`src/rtl/graphite_fb_pkg.sv`:
```
`default_nettype none
// ---------------------------------------------------------------
// graphite_fb_pkg : shared types and helpers for the frame-buffer swapper (rev 1.0)
// ---------------------------------------------------------------
package graphite_fb_pkg;

   localparam int MAX_BUFFERS = 4;

   typedef logic [1:0] fb_idx_t;

   // Byte address of buffer idx; the 32-bit result wraps silently.
   function automatic logic [31:0] fb_addr(input logic [31:0] base,
                                           input fb_idx_t     idx,
                                           input logic [31:0] size);
      return base + size * {30'd0, idx};
   endfunction

endpackage
`default_nettype wire

```
`src/rtl/graphite_fb_swap_if.sv`:
```
`default_nettype none
// ---------------------------------------------------------------
// graphite_fb_swap_if : rasteriser/scan-out side signals of the swapper (rev 1.0)
// ---------------------------------------------------------------
interface graphite_fb_swap_if;
   logic        ce_i;
   logic        swap_req_i;
   logic        vsync_i;
   logic [31:0] front_addr_o;
   logic [31:0] back_addr_o;
   logic        stall_o;
   logic        swap_done_o;
   logic [15:0] drop_cnt_o;
   logic        err_o;

   modport master (
      output ce_i, swap_req_i, vsync_i,
      input  front_addr_o, back_addr_o, stall_o, swap_done_o, drop_cnt_o, err_o
   );

   modport slave (
      input  ce_i, swap_req_i, vsync_i,
      output front_addr_o, back_addr_o, stall_o, swap_done_o, drop_cnt_o, err_o
   );
endinterface
`default_nettype wire

```
`src/rtl/graphite_idx_fifo.sv`:
```
`default_nettype none
// ---------------------------------------------------------------
// graphite_idx_fifo : small shift FIFO of buffer indices with preloadable reset contents (rev 1.0)
// ---------------------------------------------------------------
module graphite_idx_fifo
   import graphite_fb_pkg::*;
#(
   parameter int                           DEPTH      = 2,
   parameter int                           INIT_COUNT = 0,
   parameter logic [2*MAX_BUFFERS-1:0]     INIT_DATA  = '0
) (
   input  logic    clk,
   input  logic    reset_ni,
   input  logic    push_i,
   input  fb_idx_t push_data_i,
   input  logic    pop_i,
   output fb_idx_t head_o,
   output logic    empty_o,
   output logic    full_o
);

   localparam int            CW      = $clog2(DEPTH + 1);
   localparam logic [CW-1:0] C_DEPTH = CW'(DEPTH);
   localparam logic [CW-1:0] C_ONE   = CW'(1);

   fb_idx_t       mem_q [DEPTH];
   fb_idx_t       mem_d [DEPTH];
   logic [CW-1:0] count_q;
   logic [CW-1:0] count_d;

   // Pop is applied before push so a simultaneous pair works even when full.
   always_comb begin
      mem_d   = mem_q;
      count_d = count_q;
      if (pop_i && (count_q != '0)) begin
         for (int i = 0; i < DEPTH - 1; i++) begin
            mem_d[i] = mem_q[i+1];
         end
         count_d = count_q - C_ONE;
      end
      if (push_i && (count_d < C_DEPTH)) begin
         mem_d[count_d] = push_data_i;
         count_d        = count_d + C_ONE;
      end
   end

   always_ff @(posedge clk or negedge reset_ni) begin
      if (!reset_ni) begin
         for (int i = 0; i < DEPTH; i++) begin
            mem_q[i] <= INIT_DATA[2*i +: 2];
         end
         count_q <= CW'(INIT_COUNT);
      end else begin
         mem_q   <= mem_d;
         count_q <= count_d;
      end
   end

   assign head_o  = mem_q[0];
   assign empty_o = (count_q == '0);
   assign full_o  = (count_q == C_DEPTH);

endmodule
`default_nettype wire

```
`src/rtl/graphite_fb_swap.sv`:
```
`default_nettype none
// ---------------------------------------------------------------
// graphite_fb_swap : double/triple/quad frame-buffer rotation, FIFO or mailbox presentation (rev 1.0)
// ---------------------------------------------------------------
module graphite_fb_swap
   import graphite_fb_pkg::*;
#(
   parameter int          FB_WIDTH    = 320,
   parameter int          FB_HEIGHT   = 240,
   parameter int          BPP_BYTES   = 2,
   parameter int          NUM_BUFFERS = 2,
   parameter logic [31:0] BASE_ADDR   = 32'd0,
   parameter bit          MAILBOX     = 1'b0
) (
   input  logic               clk,
   input  logic               reset_ni,
   graphite_fb_swap_if.slave  bus
);

   localparam logic [31:0]                FB_SIZE   = 32'(FB_WIDTH * FB_HEIGHT * BPP_BYTES);
   localparam logic [2*MAX_BUFFERS-1:0]   FREE_INIT = {2'd0, 2'd0, 2'd3, 2'd2};

   logic        vs_q, vs_d;
   fb_idx_t     front_idx_q, front_idx_d;
   fb_idx_t     back_idx_q, back_idx_d;
   logic        back_valid_q, back_valid_d;
   logic [31:0] front_addr_q, front_addr_d;
   logic [31:0] back_addr_q, back_addr_d;
   logic        stall_q, stall_d;
   logic        swap_done_q, swap_done_d;
   logic        err_q, err_d;
   logic [15:0] drop_cnt_q, drop_cnt_d;

   logic    vs_evt, swap_req, swap_evt;
   logic    ready_push, ready_pop, ready_empty, ready_full;
   fb_idx_t ready_head;
   logic    free_push, free_pop, free_empty, free_full;
   fb_idx_t free_head, free_push_data;

   graphite_idx_fifo #(
      .DEPTH      (NUM_BUFFERS - 1),
      .INIT_COUNT (0),
      .INIT_DATA  ('0)
   ) u_ready (
      .clk         (clk),
      .reset_ni    (reset_ni),
      .push_i      (ready_push & (~ready_full | ready_pop)),
      .push_data_i (back_idx_q),
      .pop_i       (ready_pop),
      .head_o      (ready_head),
      .empty_o     (ready_empty),
      .full_o      (ready_full)
   );

   graphite_idx_fifo #(
      .DEPTH      (NUM_BUFFERS),
      .INIT_COUNT (NUM_BUFFERS - 2),
      .INIT_DATA  (FREE_INIT)
   ) u_free (
      .clk         (clk),
      .reset_ni    (reset_ni),
      .push_i      (free_push & ~free_full),
      .push_data_i (free_push_data),
      .pop_i       (free_pop),
      .head_o      (free_head),
      .empty_o     (free_empty),
      .full_o      (free_full)
   );

   always_comb begin
      vs_d         = bus.vsync_i;
      vs_evt       = bus.ce_i & bus.vsync_i & ~vs_q & ~ready_empty;
      swap_req     = bus.ce_i & bus.swap_req_i;
      swap_evt     = swap_req & back_valid_q;
      front_idx_d  = front_idx_q;
      back_idx_d   = back_idx_q;
      back_valid_d = back_valid_q;
      ready_push   = 1'b0;
      ready_pop    = 1'b0;
      free_push    = 1'b0;
      free_pop     = 1'b0;
      free_push_data = front_idx_q;
      drop_cnt_d   = drop_cnt_q;
      err_d        = err_q | (swap_req & ~back_valid_q);

      if (vs_evt) begin
         ready_pop   = 1'b1;
         front_idx_d = ready_head;
         if (!back_valid_q) begin
            back_idx_d   = front_idx_q;
            back_valid_d = 1'b1;
         end else begin
            free_push = 1'b1;
         end
      end

      if (swap_evt) begin
         // Mailbox keeps at most one ready frame, so a vsync pop this cycle leaves it empty.
         if (MAILBOX && !ready_empty && !vs_evt) begin
            ready_pop      = 1'b1;
            free_push      = 1'b1;
            free_push_data = ready_head;
            drop_cnt_d     = (drop_cnt_q == 16'hFFFF) ? drop_cnt_q : drop_cnt_q + 16'd1;
         end
         ready_push = 1'b1;
         if (!free_empty) begin
            free_pop   = 1'b1;
            back_idx_d = free_head;
         end else if (free_push) begin
            // The index just released would be the free head: hand it straight to back.
            free_push  = 1'b0;
            back_idx_d = free_push_data;
         end else begin
            back_valid_d = 1'b0;
         end
      end

      front_addr_d = fb_addr(BASE_ADDR, front_idx_d, FB_SIZE);
      back_addr_d  = back_valid_d ? fb_addr(BASE_ADDR, back_idx_d, FB_SIZE) : back_addr_q;
      stall_d      = ~back_valid_d;
      swap_done_d  = vs_evt;
   end

   always_ff @(posedge clk or negedge reset_ni) begin
      if (!reset_ni) begin
         vs_q         <= 1'b1;
         front_idx_q  <= 2'd0;
         back_idx_q   <= 2'd1;
         back_valid_q <= 1'b1;
         front_addr_q <= BASE_ADDR;
         back_addr_q  <= BASE_ADDR + FB_SIZE;
         stall_q      <= 1'b0;
         swap_done_q  <= 1'b0;
         err_q        <= 1'b0;
         drop_cnt_q   <= 16'd0;
      end else if (bus.ce_i) begin
         vs_q         <= vs_d;
         front_idx_q  <= front_idx_d;
         back_idx_q   <= back_idx_d;
         back_valid_q <= back_valid_d;
         front_addr_q <= front_addr_d;
         back_addr_q  <= back_addr_d;
         stall_q      <= stall_d;
         swap_done_q  <= swap_done_d;
         err_q        <= err_d;
         drop_cnt_q   <= drop_cnt_d;
      end
   end

   assign bus.front_addr_o = front_addr_q;
   assign bus.back_addr_o  = back_addr_q;
   assign bus.stall_o      = stall_q;
   assign bus.swap_done_o  = swap_done_q;
   assign bus.drop_cnt_o   = drop_cnt_q;
   assign bus.err_o        = err_q;

endmodule
`default_nettype wire

```
`src/flat_wrapper.sv`:
```
// flat-port wrapper written by rule: the top's interface ports become plain ports
module graphite_fb_swap_flat import graphite_fb_pkg::*;
#(
   parameter int          FB_WIDTH    = 320,
   parameter int          FB_HEIGHT   = 240,
   parameter int          BPP_BYTES   = 2,
   parameter int          NUM_BUFFERS = 2,
   parameter logic [31:0] BASE_ADDR   = 32'd0,
   parameter bit          MAILBOX     = 1'b0
)
  (clk, reset_ni, bus_ce_i, bus_swap_req_i, bus_vsync_i, bus_front_addr_o, bus_back_addr_o, bus_stall_o, bus_swap_done_o, bus_drop_cnt_o, bus_err_o);
  graphite_fb_swap_if bus_i ();
  input  logic clk;
  input  logic reset_ni;
  input wire logic [$bits(bus_i.ce_i)-1:0] bus_ce_i;
  input wire logic [$bits(bus_i.swap_req_i)-1:0] bus_swap_req_i;
  input wire logic [$bits(bus_i.vsync_i)-1:0] bus_vsync_i;
  output wire logic [$bits(bus_i.front_addr_o)-1:0] bus_front_addr_o;
  output wire logic [$bits(bus_i.back_addr_o)-1:0] bus_back_addr_o;
  output wire logic [$bits(bus_i.stall_o)-1:0] bus_stall_o;
  output wire logic [$bits(bus_i.swap_done_o)-1:0] bus_swap_done_o;
  output wire logic [$bits(bus_i.drop_cnt_o)-1:0] bus_drop_cnt_o;
  output wire logic [$bits(bus_i.err_o)-1:0] bus_err_o;
  assign bus_i.ce_i = bus_ce_i;
  assign bus_i.swap_req_i = bus_swap_req_i;
  assign bus_i.vsync_i = bus_vsync_i;
  assign bus_front_addr_o = bus_i.front_addr_o;
  assign bus_back_addr_o = bus_i.back_addr_o;
  assign bus_stall_o = bus_i.stall_o;
  assign bus_swap_done_o = bus_i.swap_done_o;
  assign bus_drop_cnt_o = bus_i.drop_cnt_o;
  assign bus_err_o = bus_i.err_o;
  graphite_fb_swap #(.FB_WIDTH(FB_WIDTH), .FB_HEIGHT(FB_HEIGHT), .BPP_BYTES(BPP_BYTES), .NUM_BUFFERS(NUM_BUFFERS), .BASE_ADDR(BASE_ADDR), .MAILBOX(MAILBOX)) u_core (.clk(clk), .reset_ni(reset_ni), .bus(bus_i));
endmodule
```
`config.mk`:
```
export PLATFORM = sky130hd
export DESIGN_NAME = graphite_fb_swap_flat
export DESIGN_NICKNAME = d
export VERILOG_FILES = /design/src/rtl/graphite_fb_pkg.sv /design/src/rtl/graphite_fb_swap_if.sv /design/src/rtl/graphite_idx_fifo.sv /design/src/rtl/graphite_fb_swap.sv /design/src/flat_wrapper.sv
export SDC_FILE = /design/constraint.sdc
export NUM_CORES = 1
export LEC_CHECK = 0
export CORE_UTILIZATION = 43
export CTS_CLUSTER_DIAMETER = 30
export CTS_CLUSTER_SIZE = 14
export DETAILED_ROUTE_END_ITERATION = 8
export GPL_TIMING_DRIVEN = 0
export PLACE_DENSITY = 0.91
export SYNTH_ARGS = -nofsm -noshare
export SYNTH_HDL_FRONTEND = slang
export SYNTH_HIERARCHICAL = 1
export SYNTH_SLANG_ARGS = --single-unit
```
`constraint.sdc`:
```
create_clock -name clk -period 2.85 [get_ports clk]
set_input_delay 0.285 -clock clk [delete_from_list [all_inputs] [get_ports clk]]
set_output_delay 0.285 -clock clk [all_outputs]
set_load 0.02 [all_outputs]
```
### Yosys cells after proc, flatten, opt, wreduce, memory -nomap -nowiden

Index checks and enable logic that the tools add are counted.

| word-level totals | value |
|---|---|
| output and inout bits | 83 |
| logic and storage cells | 81 |
| flip-flop bits (word level) | 36 |
| bits of input ports | 5 |

| cells by class | value |
|---|---|
| magnitude comparators | 6 |
| add/subtract/negate cells | 4 |
| bitwise gates (word level) | 16 |
| reduce and logical (&&, ||, !) cells | 9 |
| mux-type cells | 29 |
| $mul | 2 |
| eq/ne operators | 1 |

Operators by type and width:

| cell | number |
|---|---|
| $mux 2 | 11 |
| $mul 7x2->9 const A | 2 |
| $mux 1 | 14 |
| $and 1x1->1 | 8 |
| $logic_and 1x1->1 | 6 |
| $not 1->1 | 5 |
| $bwmux 4 | 1 |
| $mux 4 | 1 |
| $ge 3x2->1 const B | 1 |
| $lt 3x1->1 const B | 1 |
| $not 2->3 | 1 |
| $add 2x1->2 const B | 1 |
| $bwmux 2 | 1 |
| $demux 2 s1 | 1 |
| $eq 2x2->1 const B | 1 |
| $logic_not 2->1 | 1 |
| $lt 1x1->1 const B | 2 |
| $lt 2x2->1 const B | 1 |
| $or 1x1->1 | 2 |
| $reduce_and 2->1 | 1 |
| $reduce_bool 2->1 | 1 |
| $sub 2x1->2 const B | 1 |
| $add 1x1->1 const B | 1 |
| $ge 1x1->1 const B | 1 |
| $sub 1x1->1 const B | 1 |

### Depth between registers and ports, before layout

| logic depth | value |
|---|---|
| depth after elaboration | 12 |
| gate-level depth with buffers | 10 |
| depth with buffers taken out | 9 |

### Cells and area by module

The synthesis kept the hierarchy.

Modules (own cells, without submodules):

| module | cells each | instances | area an instance (µm²) |
|---|---|---|---|
| graphite_fb_swap | 156 | 1 | 1,472.7 |
| graphite_idx_fifo at u_core.u_free | 42 | 1 | 421.7 |
| graphite_idx_fifo at u_core.u_ready | 9 | 1 | 140.1 |

### Worst setup path before layout

No wires, ideal clock.

| path | value |
|---|---|
| path kind | flip-flop to flip-flop |
| start | reg u_core.u_free.count_q[0] |
| end | reg u_core/u_free/mem_q[0] (netlist name) |
| stages on the path, launching flop included | 10 |
| library setup time | 0.082 ns |
| setup slack | 0.636 ns |
| required time | 2.768 ns |
| clock period less this slack | 2.214 ns |
| arrival time | 2.132 ns |
| cell sequence | dfrtp_1 > inv_1 > ha_1 > nor2_1 > and2b_2 > clkbuf_2 > xnor2_1 > ha_1 > and3_4 > mux2_4 |

| on the way | value |
|---|---|
| cells in the longest elaborated chain, start to end | 11 |
| elaborated cells on any way between the ends | 21 |

Ends and longest elaborated chain:

| element | line | source |
|---|---|---|
| from (decl) | graphite_idx_fifo.sv:28 | `logic [CW-1:0] count_q;` |
| from (signal assigned) | graphite_idx_fifo.sv:52 | `count_q <= CW'(INIT_COUNT);` |
| from (signal assigned) | graphite_idx_fifo.sv:55 | `count_q <= count_d;` |
| $logic_not 2->1 * | graphite_idx_fifo.sv:60 | `assign empty_o = (count_q == '0);` |
| named net u_core.free_empty | graphite_fb_swap.sv:37 | `logic free_push, free_pop, free_empty, free_full;` |
| $mux 1 * | graphite_fb_swap.sv:106 | `if (!free_empty) begin` |
| $mux 1 * | graphite_fb_swap.sv:97 | `if (swap_evt) begin` |
| named net u_core.free_pop | graphite_fb_swap.sv:37 |  |
| $logic_and 1x1->1 * | graphite_idx_fifo.sv:35 | `if (pop_i && (count_q != '0)) begin` |
| $mux 2 * | graphite_idx_fifo.sv:35 |  |
| $not 2->3 (implied by the code) | graphite_idx_fifo.sv:42 | `mem_d[count_d] = push_data_i;` |
| $ge 3x2->1 (implied by the code) / $lt 3x1->1 (equally long branches) | graphite_idx_fifo.sv:42 |  |
| $logic_and 1x1->1 (implied by the code) | graphite_idx_fifo.sv:42 |  |
| $mux 2 (implied by the code) | graphite_idx_fifo.sv:42 |  |
| $demux 2 s1 | graphite_idx_fifo.sv:42 |  |
| $bwmux 4 | graphite_idx_fifo.sv:42 |  |
| to (signal, indexed assignment) | graphite_idx_fifo.sv:50 | `mem_q[i] <= INIT_DATA[2*i +: 2];` |
| to (signal assigned) | graphite_idx_fifo.sv:54 | `mem_q <= mem_d;` |
| to (decl) | graphite_idx_fifo.sv:26 | `fb_idx_t mem_q [DEPTH];` |

Mark *: on every way through the listed nets, which the timed path passes. The rest lies on a longest branch.
A chain may end at the register's enable or synchronous reset.

### Worst setup path in the final report

Same ends and word-level chain as after synthesis.

==> flow_metrics.env <==
export IMPL_cts_tree="yes"
export IMPL_start_util_pct=45.8
export IMPL_synth_most_common_cell="buf_4"
export IMPL_syn_inst=207
export IMPL_num_io_pins=88
export IMPL_viasPerCell=4.04
export IMPL_dieWidth_um=70.8
export IMPL_dp_hpwl_um=2830
export IMPL_synth_edf_count=0
export IMPL_synth_ff_type="dfrtp_1"
export IMPL_pre_cts_ws_ps=288
export IMPL_synth_simple_area_share_pct=13.4
export IMPL_met1_length_um=1380
export IMPL_drive_above_1_share_pct=37.6
export IMPL_met2WireLength_um=1690
export IMPL_cts_resized=0
export IMPL_setup_tns_ps=0
export IMPL_fin_ws_ps=365
export IMPL_synth_top_cell_by_area="buf_4"
export IMPL_antenna_left=0
export IMPL_worst_path_buf_inv=2
export IMPL_grt_total_usage_pct=14.4
export IMPL_synth_area_um2=2030
export IMPL_wirelength_um=3470
export IMPL_drcViolationCount=10
export IMPL_utilization_pct=59.6
export IMPL_grt_pass1_wl_um=5660
export IMPL_powerDensity_nw_per_um2=703
export IMPL_hold_buffers=0
export IMPL_drv_cap=0
export IMPL_rows=24
export IMPL_root_buffer="clkbuf_8"
export IMPL_grt_max_degree=29
export IMPL_clock_skew_ps=1.70
export IMPL_ctsHtreeMaxLevel=1
export IMPL_pwr_share_seq_pct=35.0
export IMPL_peakVddDrop_uv=450
export IMPL_clk_path_buf_depth=2
export IMPL_synth_warnings=6
export IMPL_switchingPower_w=0.000743
export IMPL_synth_seq_cells=28
export IMPL_wl_per_cell_um=9.92
export IMPL_status="finished with violations"
export IMPL_ys_top_cells_by_count="70 x buf_4, 24 x nand2_1, 19 x dfrtp_1"
export IMPL_portBuffers=23
export IMPL_muxShareOfSynthArea_pct=8.61
export IMPL_p_leak_nw=1.43
export IMPL_clk_latency_ps=270
export IMPL_via_count=1415
export IMPL_cp_cell_sequence="inv_1, ha_1, nor2_1, and2b_2, clkbuf_2, xnor2_1, ha_1, and3_4, mux2_4"
export IMPL_rsz0062_at_grt="no"
export IMPL_finalSetupViolations=0
export IMPL_endpoint_kind="register"
export IMPL_failed_checks="design-rule violations"
export IMPL_intPower_w=0.00112
export IMPL_cts_sinks=28
export IMPL_dr_pass1_iters=6
export IMPL_comb_power_share_pct=52.0
export IMPL_cp_arrival_ps=2690
export IMPL_clkPwrFrac_pct=13.0
export IMPL_syn2layout_area_growth_pct=30.2
export IMPL_numCtsBuffers=3
export IMPL_core_region_area_um2=4440
export IMPL_path_max_fanout=10
export IMPL_synth_top_area_share_pct=25.8
export IMPL_die_area_um2=5010
export IMPL_avgSynthCellArea_um2=9.83
export IMPL_grt_pass1_vias=1274
export IMPL_cp_slowest_stage_delay_ps=460
export IMPL_synth_xor_xnor_area_share_pct=0.861
export IMPL_yosysSeqAreaShare_pct=35.0
export IMPL_slew_viol_final=0
export IMPL_synth_compound_area_share_pct=7.93
export IMPL_path_delay_family="simple AND/OR/NAND/NOR gates"
export IMPL_path_clk_slew_ps=90
export IMPL_period_share_pct=87.2
export IMPL_period_needed_ps=2490
export IMPL_dr_max_layer_used="met4"
export IMPL_ys_async_sr_fraction_pct=100
export IMPL_max_freq_ghz=0.402
export IMPL_post_cts_buffers=0
export IMPL_finalNetCount=311
export IMPL_hold_violations=0
export IMPL_synth_top_family_by_area="buffers and inverters"
export IMPL_antenna_found_initial=0
export IMPL_critPathRequiredTime_ps=3060
export IMPL_synthTopCellsByArea="buf_4 26%, dfrtp_1 23%, dfstp_2 12%, nand2_1 4.4%, ha_1 4.3%"
export IMPL_min_path_type="in -> async"
export IMPL_slowest_stage="dfrtp_1"
export IMPL_critPathLaunchType="register"
export IMPL_synth_distinct_cells=43
export IMPL_synth_fa_ha_area_share_pct=4.31
export IMPL_gp_congestion=0.821
export IMPL_drt_initial_drc_count=51
export IMPL_sw_frac_of_total_pct=39.9
export IMPL_critPathMostFrequentCell="ha_1"
export IMPL_die_h_um=70.8
export IMPL_diodes=0
export IMPL_route_met3_wl_um=272
export IMPL_grt_overflow=0
export IMPL_path_class="reg -> reg"
==> worst register-to-register path: stages, from the launching register on <==
cell and delay, ps:
dfrtp_1 460, inv_1 150, ha_1 370, nor2_1 150
and2b_2 220, clkbuf_2 160, xnor2_1 240, ha_1 180
and3_4 190, mux2_4 300
==> routing by layer <==
layer  vias up  track usage (%)
li1        722                -
met1       604             16.7
met2        77             24.4
met3        12             2.42
met4         0             9.56
met5         -                0
==> power groups by stage <==
stage	clock [W]	combinational, W	sequential, W
2_1_floorplan	0	0.000622	0.000707
3_3_place_gp	0	0.000913	0.000654
3_5_place_dp	0	0.000964	0.000658
4_1_cts	0.000252	0.000966	0.000651
5_1_grt	0.000267	0.00105	0.000673
6_report	0.000242	0.000969	0.000651
==> final cells by class <==
cell class                 instances  area [um2]
buffer                            73         547
sequential                        28         712
tap                               52        65.1
fill                             383        1800
inverter                          12        57.6
multi-input combinational        157         955
timing repair buffer              24         258
clock buffer                       4        55.1
==> logic make-up after synthesis <==
family          after synthesis
flops                        28
other cells                   1
xor+xnor                      2
buf+inv                      85
fa+ha+maj                     7
compound gates               19
mux                          14
simple gates                 51
==> stage by stage <==
stage	hold slack, ps	cells	instance area [um2]	power (W)
after floorplan	-10.6	270	2270	0.00133
after CTS	482	349	2620	0.00187
after global placement	459	345	2570	0.00157
after global routing	331	350	2650	0.00199
final	306	350	2650	0.00186
after detailed placement	461	345	2570	0.00162
==> registers in the layout (all words and copies together), names as in the netlist, 2 cells and up <==
name / flops
u_core/u_ready/head_o: 2
u_core/bus.front_addr_o: 5
u_core/bus.back_addr_o: 6
u_core/u_free/mem_q: 2
u_core/back_idx_q: 2
u_core/u_free/count_q: 2
u_core/u_free/head_o: 2
==> worst paths after layout <==
| kind | start | endpoint | slack, ps | cells after the start |
|---|---|---|---|---|
| min in group clk | u_core/bus.back_addr_o[17] | u_core/bus.back_addr_o[17] | 480 | 2 |
| max in group asynchronous | reset_ni | u_core/vs_q | 2020 | 2 |
| worst min-delay path | reset_ni | u_core/u_free/head_o[0] | 310 | 1 |
| worst max-delay path | u_core/u_free/count_q[0] | u_core/u_free/mem_q[0] | 360 | 9 |
| worst max register to register | u_core/u_free/count_q[0] | u_core/u_free/mem_q[0] | 360 | 9 |
| worst min register to register | u_core/bus.back_addr_o[17] | u_core/bus.back_addr_o[17] | 480 | 2 |
==> layout by cell type (no fill, tap or decap), types with 3 or more instances in the layout <==
master and n:
nor3_1 4, inv_1 10, conb_1 64, nand2b_1 3, o21ai_0 3, a21oi_1 4
nor2_1 8, dfrtp_1 19, buf_4 70, mux2_4 5, ha_1 7, mux2i_1 3
nand2_1 24, clkdlybuf4s50_1 23, o21ai_1 3, clkbuf_8 4, dfstp_2 9, mux2_2 5
(Power assumes the default switching activity.)
